File: config.mk
export PLATFORM = sky130hd
export DESIGN_NAME = score_arbiter_flat
export DESIGN_NICKNAME = d
export VERILOG_FILES = /design/src/rtl/score_arbiter_if.sv /design/src/rtl/score_arbiter.sv /design/src/flat_wrapper.sv
export SDC_FILE = /design/constraint.sdc
export NUM_CORES = 1
export LEC_CHECK = 0
export CAP_MARGIN = 20
export CORE_MARGIN = 4
export CORE_UTILIZATION = 51
export CTS_BUF_LIST = sky130_fd_sc_hd__clkbuf_16
export CTS_CLUSTER_DIAMETER = 30
export CTS_CLUSTER_SIZE = 40
export DETAILED_ROUTE_END_ITERATION = 10
export PLACE_DENSITY_LB_ADDON = 0.12
export SLEW_MARGIN = 25
export SYNTH_ARGS = -nofsm -noshare
export SYNTH_HDL_FRONTEND = slang
export SYNTH_SLANG_ARGS = --single-unit
File: constraint.sdc
create_clock -name clk_1khz -period 3.89 [get_ports clk_1khz]
set_input_delay 0.389 -clock clk_1khz [delete_from_list [all_inputs] [get_ports clk_1khz]]
set_output_delay 0.389 -clock clk_1khz [all_outputs]
set_load 0.01 [all_outputs]
File: src/rtl/score_arbiter_if.sv
// Player-pulse and score-display bundle between the pushbutton front end,
// the score arbiter and the 7-segment driver.
interface score_arbiter_if;
  logic       up_a_i;
  logic       down_a_i;
  logic       up_b_i;
  logic       down_b_i;
  logic       clear_i;
  logic [6:0] score_a_o;
  logic [6:0] score_b_o;
  logic [7:0] bcd_a_o;
  logic [7:0] bcd_b_o;
  logic [1:0] winner_o;
  logic       flash_o;
  logic       busy_o;

  modport master (
    output up_a_i, down_a_i, up_b_i, down_b_i, clear_i,
    input  score_a_o, score_b_o, bcd_a_o, bcd_b_o, winner_o, flash_o, busy_o
  );

  modport slave (
    input  up_a_i, down_a_i, up_b_i, down_b_i, clear_i,
    output score_a_o, score_b_o, bcd_a_o, bcd_b_o, winner_o, flash_o, busy_o
  );
endinterface

File: src/rtl/score_arbiter.sv
// Two-player score controller: latches count pulses, round-robin arbitrates one
// saturating update per cycle, tracks PLAY/WIN. Define SCORE_WIN_BY_TWO_EN for win-by-two.
module score_arbiter #(
  parameter int WIN_SCORE    = 21,
  parameter int MAX_SCORE    = 99,
  parameter int FLASH_PERIOD = 500
) (
  input  logic            clk_1khz,
  input  logic            rst_ni,
  score_arbiter_if.slave  bus
);

  typedef enum logic {PLAY, WIN} state_t;

  localparam int CW = $clog2(FLASH_PERIOD + 1);

  state_t          state_q, state_d;
  logic            pa_up_q, pa_dn_q, pb_up_q, pb_dn_q;
  logic            pa_up_d, pa_dn_d, pb_up_d, pb_dn_d;
  logic            ptr_q, ptr_d;
  logic [6:0]      score_a_q, score_a_d, score_b_q, score_b_d;
  logic [7:0]      bcd_a_q, bcd_b_q;
  logic [1:0]      winner_q, winner_d;
  logic            flash_q, flash_d;
  logic [CW-1:0]   flash_cnt_q, flash_cnt_d;
  logic            req_a, req_b, grant_a, grant_b, win_hit;

  // A grant holding both up and down pending is a cancellation: score unchanged.
  function automatic logic [6:0] apply_update(input logic [6:0] s, input logic up, input logic dn);
    if (up && !dn && s < 7'(MAX_SCORE)) return s + 7'd1;
    if (dn && !up && s != 7'd0) return s - 7'd1;
    return s;
  endfunction

  function automatic logic [7:0] to_bcd(input logic [6:0] s);
    return {4'(s / 7'd10), 4'(s % 7'd10)};
  endfunction

  function automatic logic win_check(input logic [6:0] s, input logic [6:0] opp);
`ifdef SCORE_WIN_BY_TWO_EN
    return (s >= 7'(WIN_SCORE)) && ({1'b0, s} >= ({1'b0, opp} + 8'd2));
`else
    return (s >= 7'(WIN_SCORE)) && (opp == opp);
`endif
  endfunction

  always_comb begin
    state_d     = state_q;
    pa_up_d     = pa_up_q;
    pa_dn_d     = pa_dn_q;
    pb_up_d     = pb_up_q;
    pb_dn_d     = pb_dn_q;
    ptr_d       = ptr_q;
    score_a_d   = score_a_q;
    score_b_d   = score_b_q;
    winner_d    = winner_q;
    flash_d     = flash_q;
    flash_cnt_d = flash_cnt_q;
    win_hit     = 1'b0;
    req_a       = pa_up_q | pa_dn_q;
    req_b       = pb_up_q | pb_dn_q;
    grant_a     = (state_q == PLAY) && req_a && (!req_b || !ptr_q);
    grant_b     = (state_q == PLAY) && req_b && (!req_a || ptr_q);

    if (bus.clear_i) begin
      state_d     = PLAY;
      pa_up_d     = 1'b0;
      pa_dn_d     = 1'b0;
      pb_up_d     = 1'b0;
      pb_dn_d     = 1'b0;
      ptr_d       = 1'b0;
      score_a_d   = '0;
      score_b_d   = '0;
      winner_d    = 2'b00;
      flash_d     = 1'b0;
      flash_cnt_d = '0;
    end else if (state_q == WIN) begin
      pa_up_d = 1'b0;
      pa_dn_d = 1'b0;
      pb_up_d = 1'b0;
      pb_dn_d = 1'b0;
      if (flash_cnt_q == CW'(FLASH_PERIOD - 1)) begin
        flash_cnt_d = '0;
        flash_d     = ~flash_q;
      end else begin
        flash_cnt_d = flash_cnt_q + 1'b1;
      end
    end else begin
      // A new pulse re-sets its bit even when the old request is consumed now.
      pa_up_d = bus.up_a_i   | (pa_up_q & ~grant_a);
      pa_dn_d = bus.down_a_i | (pa_dn_q & ~grant_a);
      pb_up_d = bus.up_b_i   | (pb_up_q & ~grant_b);
      pb_dn_d = bus.down_b_i | (pb_dn_q & ~grant_b);
      if (req_a && req_b) ptr_d = ~ptr_q;
      if (grant_a) score_a_d = apply_update(score_a_q, pa_up_q, pa_dn_q);
      if (grant_b) score_b_d = apply_update(score_b_q, pb_up_q, pb_dn_q);
      if (grant_a && pa_up_q && !pa_dn_q) win_hit = win_check(score_a_d, score_b_q);
      if (grant_b && pb_up_q && !pb_dn_q) win_hit = win_check(score_b_d, score_a_q);
      if (win_hit) begin
        state_d     = WIN;
        winner_d    = grant_a ? 2'b01 : 2'b10;
        flash_d     = 1'b1;
        flash_cnt_d = '0;
        pa_up_d     = 1'b0;
        pa_dn_d     = 1'b0;
        pb_up_d     = 1'b0;
        pb_dn_d     = 1'b0;
      end
    end
  end

  always_ff @(posedge clk_1khz or negedge rst_ni) begin
    if (!rst_ni) begin
      state_q     <= PLAY;
      pa_up_q     <= 1'b0;
      pa_dn_q     <= 1'b0;
      pb_up_q     <= 1'b0;
      pb_dn_q     <= 1'b0;
      ptr_q       <= 1'b0;
      score_a_q   <= '0;
      score_b_q   <= '0;
      bcd_a_q     <= '0;
      bcd_b_q     <= '0;
      winner_q    <= 2'b00;
      flash_q     <= 1'b0;
      flash_cnt_q <= '0;
    end else begin
      state_q     <= state_d;
      pa_up_q     <= pa_up_d;
      pa_dn_q     <= pa_dn_d;
      pb_up_q     <= pb_up_d;
      pb_dn_q     <= pb_dn_d;
      ptr_q       <= ptr_d;
      score_a_q   <= score_a_d;
      score_b_q   <= score_b_d;
      bcd_a_q     <= to_bcd(score_a_d);
      bcd_b_q     <= to_bcd(score_b_d);
      winner_q    <= winner_d;
      flash_q     <= flash_d;
      flash_cnt_q <= flash_cnt_d;
    end
  end

  assign bus.score_a_o = score_a_q;
  assign bus.score_b_o = score_b_q;
  assign bus.bcd_a_o   = bcd_a_q;
  assign bus.bcd_b_o   = bcd_b_q;
  assign bus.winner_o  = winner_q;
  assign bus.flash_o   = flash_q;
  assign bus.busy_o    = pa_up_q | pa_dn_q | pb_up_q | pb_dn_q;

endmodule

File: src/flat_wrapper.sv
// flat-port wrapper written by rule: the top's interface ports become plain ports
module score_arbiter_flat 
#(
  parameter int WIN_SCORE    = 21,
  parameter int MAX_SCORE    = 99,
  parameter int FLASH_PERIOD = 500
)
  (clk_1khz, rst_ni, bus_up_a_i, bus_down_a_i, bus_up_b_i, bus_down_b_i, bus_clear_i, bus_score_a_o, bus_score_b_o, bus_bcd_a_o, bus_bcd_b_o, bus_winner_o, bus_flash_o, bus_busy_o);
  score_arbiter_if bus_i ();
  input  logic clk_1khz;
  input  logic rst_ni;
  input wire logic [$bits(bus_i.up_a_i)-1:0] bus_up_a_i;
  input wire logic [$bits(bus_i.down_a_i)-1:0] bus_down_a_i;
  input wire logic [$bits(bus_i.up_b_i)-1:0] bus_up_b_i;
  input wire logic [$bits(bus_i.down_b_i)-1:0] bus_down_b_i;
  input wire logic [$bits(bus_i.clear_i)-1:0] bus_clear_i;
  output wire logic [$bits(bus_i.score_a_o)-1:0] bus_score_a_o;
  output wire logic [$bits(bus_i.score_b_o)-1:0] bus_score_b_o;
  output wire logic [$bits(bus_i.bcd_a_o)-1:0] bus_bcd_a_o;
  output wire logic [$bits(bus_i.bcd_b_o)-1:0] bus_bcd_b_o;
  output wire logic [$bits(bus_i.winner_o)-1:0] bus_winner_o;
  output wire logic [$bits(bus_i.flash_o)-1:0] bus_flash_o;
  output wire logic [$bits(bus_i.busy_o)-1:0] bus_busy_o;
  assign bus_i.up_a_i = bus_up_a_i;
  assign bus_i.down_a_i = bus_down_a_i;
  assign bus_i.up_b_i = bus_up_b_i;
  assign bus_i.down_b_i = bus_down_b_i;
  assign bus_i.clear_i = bus_clear_i;
  assign bus_score_a_o = bus_i.score_a_o;
  assign bus_score_b_o = bus_i.score_b_o;
  assign bus_bcd_a_o = bus_i.bcd_a_o;
  assign bus_bcd_b_o = bus_i.bcd_b_o;
  assign bus_winner_o = bus_i.winner_o;
  assign bus_flash_o = bus_i.flash_o;
  assign bus_busy_o = bus_i.busy_o;
  score_arbiter #(.WIN_SCORE(WIN_SCORE), .MAX_SCORE(MAX_SCORE), .FLASH_PERIOD(FLASH_PERIOD)) u_core (.clk_1khz(clk_1khz), .rst_ni(rst_ni), .bus(bus_i));
endmodule
==> reports/results.ini <==
[critical_path]
r2r_start = u_core.bus.score_b_o[0]
crit_arrival_ns = 3.88
cp.required_ns = 4.10
cp_top_family = simple AND/OR/NAND/NOR gates
cp.buffers_inverters = 2
cp-endpoint = u_core.bus.bcd_b_o[1]
r2r_end = u_core.bus.bcd_b_o[1]
crit_type = reg -> reg
startpoint = u_core.bus.score_b_o[0]
cp_cell_sequence = inv_1 > ha_1 > or3b_1 > or4_1 > nor4_2 > a311oi_1 > buf_4 > nor2_2 > and2_1 > a221oi_1 > or2_2 > ha_1 > or4_1 > o211ai_1
cp-end-kind = flip-flop
cp.depth = 14
cp_slowest_cell = or4_1
crit_fanout = 12
rrSetupSlack_ns = 0.22
r2r_cells = 14
slowest_delay_ns = 0.51
crit_path_start_kind = flip-flop

[timing]
max_freq_ghz = 0.272
drv_slew = 0
skew_ns = 0.00683
final.period_utilization_pct = 94.4
final-hold-violation-count = 0
tightestPinTransition_ns = 0.884
slew_headroom_pct = 40.9
setup_slack_ns = 0.216
min_period_ns = 3.67
setup_viol = 0

[yosys]
yosys.area_share.simple_pct = 27.5
synthXorXnorAreaFrac_pct = 2.98
synth_top_family_by_area = simple AND/OR/NAND/NOR gates
synthAdderAreaFrac_pct = 3.73
yosys_warnings = 0
synth.distinct_cells = 84
yosys-top-cells-count = nor2_1, dfrtp_1, nand2_1, a21oi_1
synth_edf_count = 0
synth.most_common_cell = nor2_1
syn_area_um2 = 3520
synth_top_cell_area_share_pct = 32.7
synth-seq-cells = 46
synth-compound-area-share_pct = 26.6
synth_top_area_cell = dfrtp_1
synth.mux.area_fraction_pct = 1.14
syn-num-nets = 437
seq_area_frac_synth_pct = 32.7
synthFlopType = dfrtp_1
synthTopCellsByArea = dfrtp_1, nor2_1, nand2_1
syn_avg_cell_area_um2 = 8.35
netlist_instances = 422
synthArstFlopShare_pct = 100

[placement]
port_buffers = 40
routabilityCongestion = 0.913
preCtsSetupSlack_ns = 0.147
dp_hpwl_mm = 6.85
dp.cells = 552

[routing]
routedWlPerCell_um = 16.7
drc = 0
wirelength_mm = 9.34
ant_nets = 0
dr.pass1.iters = 5
vias_per_cell = 6.29
drt_iter0_drc = 214
vias = 3524

[clock_tree]
root_buffer = clkbuf_16
cts_setup_buffers = 0
clock_latency_ns = 0.29
cts_max_level = 2
numCtsBuffers = 5
cts_tree = built
clockBufferDepth = 2
clkTransAtPathRegs_ns = 0.07
clock_sinks = 46

[layout]
area_growth_syn_to_layout_pct = 22.8
diodes = 0
multi_input_area_um2 = 2230
layout.nets = 494
nFillCells = 612
drive_above_1_share_pct = 16.3
fin_cells = 560
register_area_um2 = 1150

[die]
die_x_um = 91.1
core_um2 = 6760
num_rows = 30
fp.dieH_um = 91.1
initial_core_util_pct = 52.1
ios = 41
dieArea_um2 = 8300

[power]
power.density_nw_per_um2 = 741
p_leak_nw = 1.75
ir_drop_mv = 0.333

[job]
drv_cap = 0

[hold_path]
min_path_type = in -> async

[grt]
grt_usage_pct = 23.4
antenna_found_initial = 0
grt_overflow = 0
grt_pass1_wl_mm = 15.9
grt_pass1_vias = 3291
grt_max_degree = 47

[run_status]
status = finished, final reports clean

state kept, by name, summed over array words and instances, names as in the netlist:
name and count:
u_core.bus.score_a_o 7, u_core.bus.flash_o 1, u_core.pa_up_q 1, u_core.bus.bcd_b_o 7
u_core.ptr_q 1, u_core.flash_cnt_q 9, u_core.bus.bcd_a_o 7, u_core.pb_dn_q 1
u_core.bus.winner_o 2, u_core.state_q 1, u_core.bus.score_b_o 7, u_core.pb_up_q 1
u_core.pa_dn_q 1
metrics by stage:
step | utilization, % | area, um2 | hold WS (ns) | total power (W) | TNS (ns)
finish | 64.0 | 4330 | 0.0971 | 0.00321 | 0
global route | 64.0 | 4330 | 0.157 | 0.00347 | -0.0242
CTS | 63.4 | 4290 | 0.132 | 0.00313 | 0
detailed placement | 61.2 | 4140 | 0.450 | 0.00267 | 0
global placement | 61.2 | 4130 | 0.455 | 0.00264 | 0
floorplan | - | 3530 | 0.0934 | 0.00206 | 0
cell type report:
| class | count | share of cell area [%] |
|---|---|---|
| clock buffers | 5 | 2.89 |
| clock inverters | 3 | 0.550 |
| inverters | 18 | 1.56 |
| multi-input cells | 337 | 51.5 |
| flip-flops and latches | 46 | 26.6 |
| well taps | 80 | 2.31 |
| repair buffers | 71 | 14.6 |
routing by layer:
layer	share of wire, %	vias up	track usage (%)
met5	0	-	0
met2	44	149	34.7
met3	6.5	23	3.98
met1	47	1659	33.9
li1	-	1693	-
met4	2.5	0	8.92
cells in the final DEF (no fill, tap or decap), types with 5 or more instances in the layout:
| cell type | synthesis | routed |
|---|---|---|
| a21oi_1 | 25 | 25 |
| a31oi_1 | 9 | 9 |
| and3_1 | 6 | 6 |
| buf_4 | 2 | 32 |
| clkbuf_16 | 0 | 5 |
| clkdlybuf4s50_1 | 0 | 39 |
| dfrtp_1 | 46 | 46 |
| ha_1 | 8 | 7 |
| inv_1 | 16 | 16 |
| nand2_1 | 36 | 36 |
| nand3_1 | 17 | 17 |
| nand4_1 | 7 | 7 |
| nor2_1 | 50 | 48 |
| nor3_1 | 17 | 17 |
| nor4_1 | 8 | 6 |
| o211ai_1 | 8 | 8 |
| o21ai_0 | 13 | 13 |
| or2_2 | 5 | 5 |
| xnor2_1 | 9 | 9 |
where the power goes:
part           internal [W]  leakage (nW)  switching, W
clock network      0.000241        0.0664      0.000201
registers          0.000571         0.628     0.0000796
logic              0.000916          1.06       0.00120
worst min path at each step:
stage	start	end	slack, ns	depth (start not counted)
after floorplan	rst_ni	u_core.bus.bcd_a_o[1]	0.09	0
after global placement	u_core.flash_cnt_q[8]	u_core.flash_cnt_q[8]	0.46	1
after detailed placement	rst_ni	u_core.bus.bcd_a_o[3]	0.45	1
after CTS	rst_ni	u_core.bus.bcd_a_o[3]	0.13	1
after global routing	rst_ni	u_core.bus.bcd_a_o[3]	0.16	1
final	rst_ni	u_core.bus.bcd_a_o[3]	0.1	1
logic make-up (layout without fill, tap and decap cells):
family                   count (synthesis)  in the layout
flip-flops                              46             46
multiplexers                             4              4
adder cells (fa/ha/maj)                 11             11
AND/OR/NAND/NOR                        185            185
buffers and inverters                   39             97
AO/OA/AOI/OAI                          125            125
XOR/XNOR                                12             12
timing repair:
item	in CTS	in global routing
gates resized for setup	0	7
hold buffers	0	0
setup endpoints to repair	0	5
Note: power is estimated with default switching activity, not from simulation.
